[src/rtl/multicycle_control_if.sv]
// ---------------------------------------------------------------------------
// multicycle_control_if
//   Signal bundle between the multi-cycle control FSM and its datapath.
//
//   Datapath -> control : instr, zero, mem_ready
//   Control -> datapath : PCWrite, AdrSrc, MemWrite, IRWrite, ResultSrc,
//                         ALUSrcA, ALUSrcB, ALUctrl, ImmSrc, RegWrite,
//                         retire, illegal, state
//
//   Modports:
//     master - the control FSM (drives the selects/enables)
//     slave  - the datapath side (drives IR contents and status)
// ---------------------------------------------------------------------------
interface multicycle_control_if;
  logic [31:0] instr;
  logic        zero;
  logic        mem_ready;

  logic        PCWrite;
  logic        AdrSrc;
  logic        MemWrite;
  logic        IRWrite;
  logic [1:0]  ResultSrc;
  logic [1:0]  ALUSrcA;
  logic [1:0]  ALUSrcB;
  logic [2:0]  ALUctrl;
  logic [1:0]  ImmSrc;
  logic        RegWrite;
  logic        retire;
  logic        illegal;
  logic [3:0]  state;

  modport master (
    input  instr, zero, mem_ready,
    output PCWrite, AdrSrc, MemWrite, IRWrite, ResultSrc, ALUSrcA, ALUSrcB,
           ALUctrl, ImmSrc, RegWrite, retire, illegal, state
  );

  modport slave (
    output instr, zero, mem_ready,
    input  PCWrite, AdrSrc, MemWrite, IRWrite, ResultSrc, ALUSrcA, ALUSrcB,
           ALUctrl, ImmSrc, RegWrite, retire, illegal, state
  );
endinterface

[src/rtl/multicycle_control.sv]
// ---------------------------------------------------------------------------
// multicycle_control
//   Multi-cycle control FSM for the RV32I-subset datapath. Sequences
//   fetch, decode, address/execute, memory and writeback so that a single
//   ALU and one unified memory port are shared across phases.
//
// Ports:
//   clk    - system clock, rising edge
//   rst_n  - asynchronous active-low reset
//   bus    - multicycle_control_if.master: IR contents, ALU zero flag,
//            memory ready in; mux selects, enables, ALU control, retire /
//            illegal pulses and debug state out.
//
// Parameters:
//   BRANCH_NE - 1: funct3=001 under the branch opcode decodes as bne;
//               0: that encoding is illegal.
//
// Build option:
//   MEM_WAIT_EN - when defined, FETCH, MEMREAD and MEMWRITE stall while
//                 mem_ready is low; otherwise mem_ready is ignored.
//
// Outputs are combinational from state, instr and zero. The write strobes
// are additionally qualified by rst_n so that a reset that lands in the
// middle of an instruction cannot leak a PC, register or memory write.
// ---------------------------------------------------------------------------
module multicycle_control #(
  parameter bit BRANCH_NE = 1'b1
) (
  input  logic                clk,
  input  logic                rst_n,
  multicycle_control_if.master bus
);

  typedef enum logic [3:0] {
    S_FETCH    = 4'd0,
    S_DECODE   = 4'd1,
    S_MEMADR   = 4'd2,
    S_MEMREAD  = 4'd3,
    S_MEMWB    = 4'd4,
    S_MEMWRITE = 4'd5,
    S_EXECR    = 4'd6,
    S_EXECI    = 4'd7,
    S_ALUWB    = 4'd8,
    S_BRANCH   = 4'd9,
    S_JAL      = 4'd10
  } state_t;

  localparam logic [6:0] OP_LOAD   = 7'b0000011;
  localparam logic [6:0] OP_STORE  = 7'b0100011;
  localparam logic [6:0] OP_ALU_R  = 7'b0110011;
  localparam logic [6:0] OP_ALU_I  = 7'b0010011;
  localparam logic [6:0] OP_BRANCH = 7'b1100011;
  localparam logic [6:0] OP_JAL    = 7'b1101111;

  localparam logic [2:0] ALU_ADD = 3'b000;
  localparam logic [2:0] ALU_SUB = 3'b001;
  localparam logic [2:0] ALU_AND = 3'b010;
  localparam logic [2:0] ALU_OR  = 3'b011;
  localparam logic [2:0] ALU_SLT = 3'b101;

  localparam logic [1:0] SRCA_PC    = 2'b00;
  localparam logic [1:0] SRCA_OLDPC = 2'b01;
  localparam logic [1:0] SRCA_RS1   = 2'b10;

  localparam logic [1:0] SRCB_RS2   = 2'b00;
  localparam logic [1:0] SRCB_IMM   = 2'b01;
  localparam logic [1:0] SRCB_FOUR  = 2'b10;

  localparam logic [1:0] RES_ALUOUT = 2'b00;
  localparam logic [1:0] RES_DATA   = 2'b01;
  localparam logic [1:0] RES_ALURES = 2'b10;

  // ---------------------------------------------------------------------
  // Decode helpers
  // ---------------------------------------------------------------------

  // funct3 values the ALU decoder understands for R/I arithmetic.
  function automatic logic funct_legal(input logic [2:0] f3);
    logic v;
    case (f3)
      3'b000, 3'b010, 3'b110, 3'b111: v = 1'b1;
      default:                        v = 1'b0;
    endcase
    return v;
  endfunction

  // ALU operation for EXECR/EXECI. Subtract only for R-type with instr[30].
  function automatic logic [2:0] funct_alu(input logic [6:0] op,
                                           input logic [2:0] f3,
                                           input logic       b30);
    logic [2:0] a;
    case (f3)
      3'b000:  a = (op[5] & b30) ? ALU_SUB : ALU_ADD;
      3'b010:  a = ALU_SLT;
      3'b110:  a = ALU_OR;
      3'b111:  a = ALU_AND;
      default: a = ALU_ADD;
    endcase
    return a;
  endfunction

  // Branch encodings we can resolve from the zero flag alone.
  function automatic logic branch_legal(input logic [2:0] f3);
    return (f3 == 3'b000) | ((f3 == 3'b001) & BRANCH_NE);
  endfunction

  // Immediate format follows the opcode, independent of state.
  function automatic logic [1:0] imm_sel(input logic [6:0] op);
    logic [1:0] s;
    case (op)
      OP_STORE:  s = 2'b01;
      OP_BRANCH: s = 2'b10;
      OP_JAL:    s = 2'b11;
      default:   s = 2'b00;
    endcase
    return s;
  endfunction

  // Whole-instruction legality as judged in DECODE.
  function automatic logic instr_legal(input logic [6:0] op,
                                       input logic [2:0] f3);
    logic v;
    case (op)
      OP_LOAD, OP_STORE, OP_JAL: v = 1'b1;
      OP_ALU_R, OP_ALU_I:        v = funct_legal(f3);
      OP_BRANCH:                 v = branch_legal(f3);
      default:                   v = 1'b0;
    endcase
    return v;
  endfunction

  // First execution state after DECODE for a legal instruction.
  function automatic state_t decode_target(input logic [6:0] op);
    state_t s;
    case (op)
      OP_LOAD, OP_STORE: s = S_MEMADR;
      OP_ALU_R:          s = S_EXECR;
      OP_ALU_I:          s = S_EXECI;
      OP_BRANCH:         s = S_BRANCH;
      OP_JAL:            s = S_JAL;
      default:           s = S_FETCH;
    endcase
    return s;
  endfunction

  // ---------------------------------------------------------------------
  // Signals
  // ---------------------------------------------------------------------
  state_t      r_state;
  state_t      w_next;

  logic [6:0]  w_op;
  logic [2:0]  w_f3;
  logic        w_b30;
  logic        w_mem_go;
  logic        w_taken;
  logic        w_unused;

  logic        w_pc_update;
  logic        w_branch;
  logic        w_adr_src;
  logic        w_mem_write;
  logic        w_ir_write;
  logic [1:0]  w_result_src;
  logic [1:0]  w_src_a;
  logic [1:0]  w_src_b;
  logic [2:0]  w_alu_ctrl;
  logic        w_reg_write;
  logic        w_retire;
  logic        w_illegal;

  assign w_op  = bus.instr[6:0];
  assign w_f3  = bus.instr[14:12];
  assign w_b30 = bus.instr[30];

`ifdef MEM_WAIT_EN
  // Memory phases complete only when the memory reports ready.
  assign w_mem_go = bus.mem_ready;
  assign w_unused = ^{bus.instr[31], bus.instr[29:15], bus.instr[11:7]};
`else
  // Memory phases always complete in a single cycle.
  assign w_mem_go = 1'b1;
  assign w_unused = ^{bus.mem_ready, bus.instr[31], bus.instr[29:15],
                      bus.instr[11:7]};
`endif

  // Branch resolution: beq on zero, bne on not-zero. Illegal encodings
  // never reach BRANCH, so the fallback value is never used.
  assign w_taken = (w_f3 == 3'b000) ? bus.zero :
                   ((w_f3 == 3'b001) & BRANCH_NE) ? ~bus.zero : 1'b0;

  // State register: reset lands in FETCH.
  always_ff @(posedge clk or negedge rst_n) begin
    if (!rst_n) begin
      r_state <= S_FETCH;
    end else begin
      r_state <= w_next;
    end
  end

  // Next-state and Moore/Mealy control decode.
  always_comb begin
    w_next       = S_FETCH;
    w_pc_update  = 1'b0;
    w_branch     = 1'b0;
    w_adr_src    = 1'b0;
    w_mem_write  = 1'b0;
    w_ir_write   = 1'b0;
    w_result_src = RES_ALUOUT;
    w_src_a      = SRCA_PC;
    w_src_b      = SRCB_RS2;
    w_alu_ctrl   = ALU_ADD;
    w_reg_write  = 1'b0;
    w_retire     = 1'b0;
    w_illegal    = 1'b0;

    case (r_state)
      S_FETCH: begin
        // PC+4 goes straight from the ALU into the PC.
        w_adr_src    = 1'b0;
        w_ir_write   = w_mem_go;
        w_pc_update  = w_mem_go;
        w_src_a      = SRCA_PC;
        w_src_b      = SRCB_FOUR;
        w_alu_ctrl   = ALU_ADD;
        w_result_src = RES_ALURES;
        w_next       = w_mem_go ? S_DECODE : S_FETCH;
      end
      S_DECODE: begin
        // OldPC + imm: branch/jal target parked in ALUOut.
        w_src_a    = SRCA_OLDPC;
        w_src_b    = SRCB_IMM;
        w_alu_ctrl = ALU_ADD;
        if (instr_legal(w_op, w_f3)) begin
          w_next = decode_target(w_op);
        end else begin
          w_illegal = 1'b1;
          w_next    = S_FETCH;
        end
      end
      S_MEMADR: begin
        w_src_a    = SRCA_RS1;
        w_src_b    = SRCB_IMM;
        w_alu_ctrl = ALU_ADD;
        w_next     = w_op[5] ? S_MEMWRITE : S_MEMREAD;
      end
      S_MEMREAD: begin
        w_result_src = RES_ALUOUT;
        w_adr_src    = 1'b1;
        w_next       = w_mem_go ? S_MEMWB : S_MEMREAD;
      end
      S_MEMWB: begin
        w_result_src = RES_DATA;
        w_reg_write  = 1'b1;
        w_retire     = 1'b1;
        w_next       = S_FETCH;
      end
      S_MEMWRITE: begin
        // Strobe stays up across wait cycles; retire only on completion.
        w_result_src = RES_ALUOUT;
        w_adr_src    = 1'b1;
        w_mem_write  = 1'b1;
        w_retire     = w_mem_go;
        w_next       = w_mem_go ? S_FETCH : S_MEMWRITE;
      end
      S_EXECR: begin
        w_src_a    = SRCA_RS1;
        w_src_b    = SRCB_RS2;
        w_alu_ctrl = funct_alu(w_op, w_f3, w_b30);
        w_next     = S_ALUWB;
      end
      S_EXECI: begin
        w_src_a    = SRCA_RS1;
        w_src_b    = SRCB_IMM;
        w_alu_ctrl = funct_alu(w_op, w_f3, w_b30);
        w_next     = S_ALUWB;
      end
      S_ALUWB: begin
        w_result_src = RES_ALUOUT;
        w_reg_write  = 1'b1;
        w_retire     = 1'b1;
        w_next       = S_FETCH;
      end
      S_BRANCH: begin
        // Compare rs1-rs2 while ALUOut (the target) feeds the PC.
        w_src_a      = SRCA_RS1;
        w_src_b      = SRCB_RS2;
        w_alu_ctrl   = ALU_SUB;
        w_result_src = RES_ALUOUT;
        w_branch     = 1'b1;
        w_retire     = 1'b1;
        w_next       = S_FETCH;
      end
      S_JAL: begin
        // PC <- target from DECODE; ALU forms OldPC+4 for rd in ALUWB.
        w_src_a      = SRCA_OLDPC;
        w_src_b      = SRCB_FOUR;
        w_alu_ctrl   = ALU_ADD;
        w_result_src = RES_ALUOUT;
        w_pc_update  = 1'b1;
        w_next       = S_ALUWB;
      end
      default: begin
        w_next = S_FETCH;
      end
    endcase
  end

  // Output drive; write-type strobes are held off while reset is asserted.
  assign bus.PCWrite   = rst_n & (w_pc_update | (w_branch & w_taken));
  assign bus.AdrSrc    = w_adr_src;
  assign bus.MemWrite  = rst_n & w_mem_write;
  assign bus.IRWrite   = rst_n & w_ir_write;
  assign bus.ResultSrc = w_result_src;
  assign bus.ALUSrcA   = w_src_a;
  assign bus.ALUSrcB   = w_src_b;
  assign bus.ALUctrl   = w_alu_ctrl;
  assign bus.ImmSrc    = imm_sel(w_op);
  assign bus.RegWrite  = rst_n & w_reg_write;
  assign bus.retire    = rst_n & w_retire;
  assign bus.illegal   = rst_n & w_illegal;
  assign bus.state     = r_state;

endmodule
[src/flat_wrapper.sv]
// flat-port wrapper written by rule: the top's interface ports become plain ports
module multicycle_control_flat 
#(
  parameter bit BRANCH_NE = 1'b1
)
  (clk, rst_n, bus_instr, bus_zero, bus_mem_ready, bus_PCWrite, bus_AdrSrc, bus_MemWrite, bus_IRWrite, bus_ResultSrc, bus_ALUSrcA, bus_ALUSrcB, bus_ALUctrl, bus_ImmSrc, bus_RegWrite, bus_retire, bus_illegal, bus_state);
  multicycle_control_if bus_i ();
  input  logic clk;
  input  logic rst_n;
  input wire logic [$bits(bus_i.instr)-1:0] bus_instr;
  input wire logic [$bits(bus_i.zero)-1:0] bus_zero;
  input wire logic [$bits(bus_i.mem_ready)-1:0] bus_mem_ready;
  output wire logic [$bits(bus_i.PCWrite)-1:0] bus_PCWrite;
  output wire logic [$bits(bus_i.AdrSrc)-1:0] bus_AdrSrc;
  output wire logic [$bits(bus_i.MemWrite)-1:0] bus_MemWrite;
  output wire logic [$bits(bus_i.IRWrite)-1:0] bus_IRWrite;
  output wire logic [$bits(bus_i.ResultSrc)-1:0] bus_ResultSrc;
  output wire logic [$bits(bus_i.ALUSrcA)-1:0] bus_ALUSrcA;
  output wire logic [$bits(bus_i.ALUSrcB)-1:0] bus_ALUSrcB;
  output wire logic [$bits(bus_i.ALUctrl)-1:0] bus_ALUctrl;
  output wire logic [$bits(bus_i.ImmSrc)-1:0] bus_ImmSrc;
  output wire logic [$bits(bus_i.RegWrite)-1:0] bus_RegWrite;
  output wire logic [$bits(bus_i.retire)-1:0] bus_retire;
  output wire logic [$bits(bus_i.illegal)-1:0] bus_illegal;
  output wire logic [$bits(bus_i.state)-1:0] bus_state;
  assign bus_i.instr = bus_instr;
  assign bus_i.zero = bus_zero;
  assign bus_i.mem_ready = bus_mem_ready;
  assign bus_PCWrite = bus_i.PCWrite;
  assign bus_AdrSrc = bus_i.AdrSrc;
  assign bus_MemWrite = bus_i.MemWrite;
  assign bus_IRWrite = bus_i.IRWrite;
  assign bus_ResultSrc = bus_i.ResultSrc;
  assign bus_ALUSrcA = bus_i.ALUSrcA;
  assign bus_ALUSrcB = bus_i.ALUSrcB;
  assign bus_ALUctrl = bus_i.ALUctrl;
  assign bus_ImmSrc = bus_i.ImmSrc;
  assign bus_RegWrite = bus_i.RegWrite;
  assign bus_retire = bus_i.retire;
  assign bus_illegal = bus_i.illegal;
  assign bus_state = bus_i.state;
  multicycle_control #(.BRANCH_NE(BRANCH_NE)) u_core (.clk(clk), .rst_n(rst_n), .bus(bus_i));
endmodule
[config.mk]
export PLATFORM = sky130hd
export DESIGN_NAME = multicycle_control_flat
export DESIGN_NICKNAME = d
export VERILOG_FILES = /design/src/rtl/multicycle_control_if.sv /design/src/rtl/multicycle_control.sv /design/src/flat_wrapper.sv
export SDC_FILE = /design/constraint.sdc
export NUM_CORES = 1
export LEC_CHECK = 0
export ABC_AREA = 1
export BUFFER_PORTS_ARGS = -buffer_cell sky130_fd_sc_hd__clkbuf_2
export CAP_MARGIN = 20
export CORE_MARGIN = 2
export CORE_UTILIZATION = 34
export CTS_BUF_LIST = sky130_fd_sc_hd__clkbuf_8 sky130_fd_sc_hd__clkbuf_16
export CTS_CLUSTER_DIAMETER = 50
export DETAILED_ROUTE_END_ITERATION = 7
export GPL_TIMING_DRIVEN = 1
export PLACE_DENSITY = 0.8
export RECOVER_POWER = 50
export SLEW_MARGIN = 20
export SYNTH_ARGS = -nofsm -noshare
export SYNTH_HDL_FRONTEND = slang
export SYNTH_SLANG_ARGS = --single-unit
[constraint.sdc]
create_clock -name clk -period 1.3 [get_ports clk]
set_input_delay 0.195 -clock clk [delete_from_list [all_inputs] [get_ports clk]]
set_output_delay 0.195 -clock clk [all_outputs]
set_load 0.01 [all_outputs]
==> impl_metrics.toml, run 1 <==
[floorplanning]
num_rows = 14
coreArea_um2 = 1540
die_area_um2 = 2020
dieHeight_um = 44.9
die_x_um = 44.9
initial_utilization_pct = 36.9
io_pins = 58

[setup_path]
critPathMaxStageDelay_ns = 0.41
worstPathMaxFanout = 4
path_cells = "inv_2 -> nor2_4 -> inv_2 -> nor2_4 -> inv_2 -> nor4_2 -> buf_2"
critPathKind = "reg -> out"
cpMaxStageDelayCell = "dfrtp_1"
worstPathBufferInverterCount = 4
cp.arrival_ns = 1.35
endpoint_kind = "output port"
cpMostUsedCell = "inv_2"
critical-path-top-delay-family = "flip-flops"
worstPathRequired_ns = 1.11
cp-start-kind = "flop"

[sta]
period_share_pct = 119
hold_violations = 0
skew_ns = 0.00292
rsz0062_at_grt = "yes"
worst_pin_slew_ns = 0.210
setup_viol = 16
layout_setup_ws_ns = -0.241
max_freq_mhz = 649
drv_slew = 0
hold_slack_ns = 0.268
fin_crit_ns = 1.54
relSlewSlack_pct = 86.0

[logic_synthesis]
synth_seq_cells = 4
ys_warn_count = 0
yosys-top-cells-area = "dfrtp_1 (18%), nand2_1 (15%), inv_1 (13%), nand3_1 (8.8%), nor2_1 (7.9%)"
synth_area_per_cell_um2 = 5.81
yosysTopAreaCellShare_pct = 17.6
syn_nets = 134
syn_area_um2 = 569
synth_top_area_cell = "dfrtp_1"
ys_types = 22
syn_inst = 98
yosysSeqAreaShare_pct = 17.6

[cts]
cts_root_buf = "clkbuf_8"
cts_made_buffers = 3
cts_max_level = 1
cts_tree = "yes"
insertion_delay_ns = 0.22
path_clk_slew_ns = 0.03
clockBufferDepth = 2
cts_num_sinks = 4

[place]
gp_congestion = 0.812
hpwl_mm = 1.39
numPortBuffers = 35

[layout]
area_delta_synth_final_pct = 75.4
largest_register_ffs = 4
postLayoutCoreUtil_pct = 64.8
fill_cells = 146
drive_gt1_share_pct = 59.1
finalNetCount = 187
n_antenna_cell = 0

[power_and_ir_drop]
powerDensity_nw_per_um2 = 671
p_leak_nw = 0.592
ir_drop_mv = 0.322

[status]
violations = "setup timing"
outcome = "complete, but fails checks"

[grt]
track_usage_pct = 19.0
grt_overflow = 0
grt_pass1_vias = 715
antenna_found_initial = 0
grt_max_degree = 6
grt_first_pass_wirelength_mm = 2.76

[detailed_routing]
vias_per_cell = 4.76
routed_wl_mm = 1.82
first_pass_iters = 4
wl_per_cell_um = 11.0
drc = 0
drtIter0Drc = 8
via_count = 786
ant_nets = 0

[job]
drv_cap = 0

[hold_path]
timing.hold.worst.class = "in -> reg"
[synthesized netlist by cell type (all sizes together)]
library cell	number
a21oi	2
nand2	25
a32oi	1
nor4	1
inv	23
a41oi	1
dfrtp	4
nand3	11
o211ai	1
buf	1
o21ai	4
nor3	3
nor2	21
[placed cells by master (no fill, tap or decap)]
master,Yosys,final
a41oi_2,1,1
buf_2,0,11
a21oi_1,2,2
nor3_1,2,1
buf_6,0,6
nor2_4,2,6
nand3_1,10,6
inv_1,19,13
o211ai_1,1,1
nor2_2,7,4
nand2_1,22,19
dfrtp_1,4,2
nand2_2,2,5
a32oi_1,1,1
nor2_1,12,11
inv_4,1,2
o21ai_2,0,1
nor3_2,1,2
inv_2,3,8
dfrtp_2,0,2
o21ai_1,1,1
nand2_4,1,1
buf_4,1,10
clkbuf_1,0,1
dlygate4sd3_1,0,1
nor4_2,1,1
clkbuf_2,0,20
o21ai_0,3,2
nand3_2,1,5
clkbuf_8,0,3
[tightest hold or removal path, stage by stage]
cell and delay, ns:
clkbuf_2 0.12, nand2_1 0.06, o211ai_1 0.07
[metrics by stage]
step	setup slack [ns]	TNS, ns	cell area (um2)	power, mW	cells
floorplan	0.0377	0	569	0.259	98
global placement	-0.0138	-0.0138	825	0.357	157
detailed placement	-0.0290	-0.0463	825	0.362	157
CTS	-0.249	-2.54	886	0.643	161
global route	-0.321	-3.84	998	0.710	165
finish	-0.241	-2.77	998	0.669	165
[where the power goes]
part / switching (mW) / internal (mW)
sequential: 0.0124 / 0.132
combinational: 0.132 / 0.126
clock: 0.0692 / 0.198
total: 0.214 / 0.456
[area by class of cell]
| cell class | instances | area [um2] | share of cell area, % |
|---|---|---|---|
| multi-input combinational | 70 | 432 | 43.2 |
| timing repair buffer | 49 | 312 | 31.2 |
| sequential | 4 | 103 | 10.3 |
| inverter | 23 | 91.3 | 9.15 |
| clock buffer | 3 | 41.3 | 4.14 |
| tap | 16 | 20.0 | 2.01 |
[cells by family after synthesis]
family	Yosys count	synth area share, %
and+or+nand+nor	61	54.5
buffers and inverters	24	16.9
AOI/OAI and AO/OA	9	11.0
DFF	4	17.6
[repair_timing]
| action | 4_1_cts | 5_1_grt |
|---|---|---|
| pin swaps | 0 | 5 |
| gates resized for setup | 7 | 37 |
| endpoints found under the setup margin | 16 | 17 |
| hold buffers | 1 | 0 |
| buffers inserted | 0 | 4 |
| endpoints found under the hold margin | 4 | 0 |
[path summary, 6_finish.rpt]
check	startpoint	to	slack, ns	depth (start not counted)
min in group asynchronous	rst_n	u_core.bus.state[2]$_DFF_PN0_	0.43	2
worst max-delay path	u_core.bus.state[2]$_DFF_PN0_	bus_ALUctrl[2]	-0.24	7
max in group asynchronous	rst_n	u_core.bus.state[3]$_DFF_PN0_	0.68	2
worst min register to register	u_core.bus.state[2]$_DFF_PN0_	u_core.bus.state[0]$_DFF_PN0_	0.69	3
worst min-delay path	bus_instr[5]	u_core.bus.state[2]$_DFF_PN0_	0.27	3
worst max register to register	u_core.bus.state[3]$_DFF_PN0_	u_core.bus.state[0]$_DFF_PN0_	0.05	8
[metal layers]
layer / GRT usage (%) / wire (um)
met4: 12.4 / 27
met5: 0 / 0
met2: 31.7 / 965
met1: 21.4 / 702
met3: 4.40 / 125
Note: power is estimated with default switching activity, not from simulation.
==> run 2, diff against run 1 <==
Settings changed: REMOVE_ABC_BUFFERS set to 1.
==> run 2 against run 1 <==
- the flow still finishes with violations (setup timing)
- fmax rose by 0.19%
- total power rose by 0.23%
- largest power group unchanged
- setup slack improved by 0.0029 ns
- largest cell class unchanged
- critical path depth did not move
- combinational power barely moved
- clock skew fell by 0.0016 ns
- global-route usage rose by 0.74 points
- via count rose by 1.3%
- cell count rose by 1.2%
- critical path type unchanged
- sequential power barely moved
- design area did not move
- worst hold slack got worse by 0.0032 ns
==> impl_metrics.toml, run 2 (synthesis gave the netlist of run 1 again) <==
[grt]
grt_pass1_vias = 733
grt_max_degree = 6
grt_overflow = 0
grt_first_pass_wirelength_mm = 2.88
antenna_found_initial = 0
track_usage_pct = 19.7

[detailed_routing]
first_pass_iters = 4
vias_per_cell = 4.77
wl_per_cell_um = 10.6
drc = 0
ant_nets = 0
via_count = 796
routed_wl_mm = 1.77
drtIter0Drc = 5

[cts]
cts_tree = "yes"
clockBufferDepth = 2
path_clk_slew_ns = 0.03
insertion_delay_ns = 0.22
cts_made_buffers = 3
cts_max_level = 1
cts_num_sinks = 4
cts_root_buf = "clkbuf_8"

[setup_path]
cpMostUsedCell = "nand2_4"
cp-startpoint = "u_core.bus.state[3]$_DFF_PN0_"
r2r_cells = 9
path_cells = "nand2_2 -> inv_4 -> nand2_4 -> nand2_4 -> a41oi_2 -> nor2_2 -> buf_2"
endpoint_kind = "output port"
cp.arrival_ns = 1.34
critPathKind = "reg -> out"
critPathMaxStageDelay_ns = 0.45
rrSetupSlack_ns = -0.02
cp-start-kind = "flop"
cpMaxStageDelayCell = "dfrtp_2"
worstPathRequired_ns = 1.11
timing.rr.end = "u_core.bus.state[0]$_DFF_PN0_"
worstPathMaxFanout = 4
timing.rr.start = "u_core.bus.state[3]$_DFF_PN0_"

[hold_path]
min_to = "u_core.bus.state[2]$_DFF_PN0_"
min_from = "bus_instr[5]"
hold_path_depth = 3
timing.hold.worst.class = "in -> reg"

[layout]
largest_register_ffs = 4
postLayoutCoreUtil_pct = 64.8
finalNetCount = 189
n_antenna_cell = 0
drive_gt1_share_pct = 58.3
area_delta_synth_final_pct = 75.4
layout_commonest_cell = "clkbuf_2"
stdcell_count = 167
final_cell_mix = "clkbuf_2 (22), nand2_1 (20), buf_4 (14)"

[sta]
hold_violations = 0
period_share_pct = 118
setup_viol = 17
worst_pin_slew_ns = 0.218
drv_slew = 0
layout_setup_ws_ns = -0.238
rsz0062_at_grt = "yes"
fin_crit_ns = 1.54
skew_ns = 0.00127
max_freq_mhz = 650
relSlewSlack_pct = 85.3

[power_and_ir_drop]
p_total_mw = 0.671
powerDensity_nw_per_um2 = 672
p_leak_nw = 0.606
ir_drop_mv = 0.373

[place]
gp_congestion = 0.827
placed_cells = 157
hpwl_mm = 1.36
numPortBuffers = 35

[status]
violations = "setup timing"
outcome = "complete, but fails checks"

[floorplanning]
die_x_um = 44.9
num_rows = 14
coreArea_um2 = 1540
initial_utilization_pct = 36.9
die_area_um2 = 2020
dieHeight_um = 44.9
io_pins = 58

[job]
drv_cap = 0
## run 2: changes by cell type in the layout (fill, tap and decap cells not counted), moves of 2 or more
cell,change
clkbuf_2,+2
nand3_2,-2
nand3_1,+2
buf_4,+4
nand2_4,+2
buf_6,-3
nand2_2,-3
## run 2: routing by layer
| layer | vias up | GRT usage (%) | routed length (um) |
|---|---|---|---|
| li1 | 416 | - | - |
| met1 | 349 | 21.9 | 689 |
| met2 | 29 | 36.0 | 952 |
| met3 | 2 | 3.60 | 106 |
| met4 | 0 | 8.82 | 24 |
| met5 | - | 0 | 0 |
## run 2: final cells by class
type / count / area, um2
multi-input combinational: 70 / 429
clock buffer: 3 / 41.3
fill: 142 / 543
inverter: 23 / 91.3
sequential: 4 / 104
timing repair buffer: 51 / 313
tap: 16 / 20.0
## run 2: how the worst max path moves through the flow
stage                                end  slack, ns  depth (start not counted)
after floorplan              bus_illegal       0.03                          4
after global placement    bus_ALUctrl[2]     -0.009                          6
after global routing      bus_ALUctrl[2]      -0.30                          7
final                        bus_PCWrite      -0.24                          7
after CTS                    bus_PCWrite      -0.23                          8
after detailed placement  bus_ALUctrl[2]      -0.05                          7
## run 2: critical path: cells and delay by family (launching register included)
kind / cells / cell delay, ns
AND/OR/NAND/NOR: 4 / 0.29
flip-flops: 1 / 0.45
AO/OA/AOI/OAI: 1 / 0.19
buffers and inverters: 2 / 0.19
## run 2: per-stage QoR
stage | hold WS (ns) | instance area (um2) | setup WS, ns | TNS (ns)
3_5_place_dp | 0.0183 | 825 | -0.0478 | -0.0728
3_3_place_gp | 0.0138 | 825 | -0.00885 | -0.00885
5_1_grt | 0.309 | 998 | -0.301 | -3.53
6_report | 0.265 | 998 | -0.238 | -2.32
2_1_floorplan | -0.101 | 562 | 0.0256 | 0
4_1_cts | 0.270 | 943 | -0.227 | -2.44
## run 2: power by group
| part | internal [mW] | switching, mW | total (mW) |
|---|---|---|---|
| Sequential | 0.132 | 0.0130 | 0.144 |
| Clock | 0.198 | 0.0679 | 0.266 |
| Combinational | 0.127 | 0.134 | 0.261 |
| Total | 0.456 | 0.215 | 0.671 |
## run 2: repair_timing
| item | 4_1_cts | 5_1_grt |
|---|---|---|
| setup buffers | 5 | 1 |
| hold buffers | 1 | 0 |
| endpoints found under the hold margin | 4 | 0 |
| pin swaps | 5 | 3 |
| setup endpoints to repair | 16 | 17 |
| resized for setup | 13 | 26 |
==> run 3, diff against run 2 <==
Settings changed: MAX_ROUTING_LAYER set to met4.
==> run 3 against run 2 <==
- the flow still finishes with violations (setup timing)
- clock skew about the same
- setup slack better by 0.0028 ns
- fmax up 0.18%
- largest power group unchanged
==> impl_metrics.toml, run 3 (synthesis gave the netlist of run 1 again) <==
[sta]
skew_ns = 0.00128
relSlewSlack_pct = 86.0
finalSetupTns_ns = -2.32
drv_slew = 0
layout_setup_ws_ns = -0.236
hold_slack_ns = 0.265
max_freq_mhz = 651
setup_viol = 17
hold_violations = 0
rsz0062_at_grt = "yes"
fin_crit_ns = 1.54
worst_pin_slew_ns = 0.209
period_share_pct = 118

[job]
drv_cap = 0

[setup_path]
endpoint_kind = "output port"
r2r_cells = 9
worstPathRequired_ns = 1.11
cp.depth = 7
path_cells = "nand2_2 -> inv_4 -> nand2_4 -> nand2_4 -> a41oi_2 -> nor2_2 -> buf_2"
critPathMaxStageDelay_ns = 0.45
worstPathMaxFanout = 4
critPathKind = "reg -> out"
critical-path-top-delay-family = "flip-flops"
cp.arrival_ns = 1.34
rrSetupSlack_ns = -0.03
cpMostUsedCell = "nand2_4"
timing.rr.start = "u_core.bus.state[3]$_DFF_PN0_"
timing.rr.end = "u_core.bus.state[0]$_DFF_PN0_"
worstPathBufferInverterCount = 2
cp-start-kind = "flop"
cpMaxStageDelayCell = "dfrtp_2"
crit_end = "bus_PCWrite"
cp-startpoint = "u_core.bus.state[3]$_DFF_PN0_"

[status]
violations = "setup timing"
outcome = "complete, but fails checks"

[detailed_routing]
routed_wl_mm = 1.77
drtIter0Drc = 5
drc = 0
ant_nets = 0
via_count = 793
vias_per_cell = 4.75
wl_per_cell_um = 10.6
first_pass_iters = 4

[cts]
path_clk_slew_ns = 0.03
cts_tree = "yes"
insertion_delay_ns = 0.22
cts_num_sinks = 4
cts_made_buffers = 3
cts_max_level = 1
cts_root_buf = "clkbuf_8"
clockBufferDepth = 2

[grt]
grt_first_pass_wirelength_mm = 2.88
track_usage_pct = 20.3
grt_overflow = 0
grt_pass1_vias = 731
grt_max_degree = 6
antenna_found_initial = 0

[layout]
finalNetCount = 189
largest_register_ffs = 4
design_area_um2 = 998
drive_gt1_share_pct = 58.3
area_delta_synth_final_pct = 75.4
final_cell_mix = "clkbuf_2 (22), nand2_1 (20), buf_4 (14)"
postLayoutCoreUtil_pct = 64.8
n_antenna_cell = 0
layout_commonest_cell = "clkbuf_2"
fill_cells = 142

[floorplanning]
die_area_um2 = 2020
coreArea_um2 = 1540
num_rows = 14
die_x_um = 44.9
io_pins = 58
initial_utilization_pct = 36.9
dieHeight_um = 44.9

[power_and_ir_drop]
switchingPower_mw = 0.215
power_frac_comb_pct = 38.9
p_leak_nw = 0.606
ir_drop_mv = 0.373
powerDensity_nw_per_um2 = 672
swShare_pct = 32.0
pwr-share-seq_pct = 21.5
p_total_mw = 0.671
p_clk_share_pct = 39.6
internal-power_mw = 0.456

[hold_path]
timing.hold.worst.class = "in -> reg"
min_from = "bus_instr[5]"

[place]
gp_congestion = 0.840
hpwl_mm = 1.36
placed_cell_area_um2 = 825
numPortBuffers = 35
## run 3: cell counts in the layout (fill, tap and decap cells not counted)
Identical to the previous run, type by type.
## run 3: routing by layer
metal | global-route usage (%) | vias up | wire [um]
met5 | - | - | 0
met2 | 36.0 | 29 | 955
met4 | 8.82 | 0 | 24
met3 | 3.60 | 2 | 106
met1 | 21.9 | 348 | 682
li1 | - | 414 | -
## run 3: per-stage QoR
| step | setup slack, ns | cells |
|---|---|---|
| 3_3_place_gp | -0.00885 | 157 |
| 4_1_cts | -0.227 | 166 |
| 2_1_floorplan | 0.0256 | 97 |
| 3_5_place_dp | -0.0478 | 157 |
| 5_1_grt | -0.301 | 167 |
| 6_report | -0.236 | 167 |
## run 3: worst min-delay path: cells and delay by family
kind	cells	cell delay [ns]
AND/OR/NAND/NOR	1	0.06
AO/OA/AOI/OAI	1	0.06
buffers and inverters	1	0.12
## run 3: cell type report
class	instances	area [um2]	share of cell area, %
Clock buffer	3	41.3	4.14
Tap cell	16	20.0	2.01
Sequential cell	4	104	10.4
Multi-Input combinational cell	70	429	43.0
Inverter	23	91.3	9.15
Timing Repair Buffer	51	313	31.3
## run 3: worst min-delay path by stage
stage	end	slack (ns)	cells after the start
floorplan	u_core.bus.state[0]$_DFF_PN0_	-0.10	0
global placement	u_core.bus.state[2]$_DFF_PN0_	0.01	1
detailed placement	u_core.bus.state[2]$_DFF_PN0_	0.02	1
CTS	u_core.bus.state[2]$_DFF_PN0_	0.27	3
global route	u_core.bus.state[2]$_DFF_PN0_	0.31	3
finish	u_core.bus.state[2]$_DFF_PN0_	0.27	3
## run 3: power by group through the flow
stage	clock (mW)	combinational, mW	sequential, mW
5_1_grt	0.278	0.286	0.146
3_5_place_dp	0	0.219	0.145
4_1_cts	0.270	0.243	0.145
2_1_floorplan	0	0.103	0.149
6_report	0.265	0.261	0.144
3_3_place_gp	0	0.214	0.143
## run 3: timing repair
action	in CTS	in global routing
gates cloned	0	0
pin swaps	5	3
hold endpoints to repair	4	0
setup buffers	5	1
setup endpoints to repair	16	17
resized for setup	13	26
hold buffers	1	0
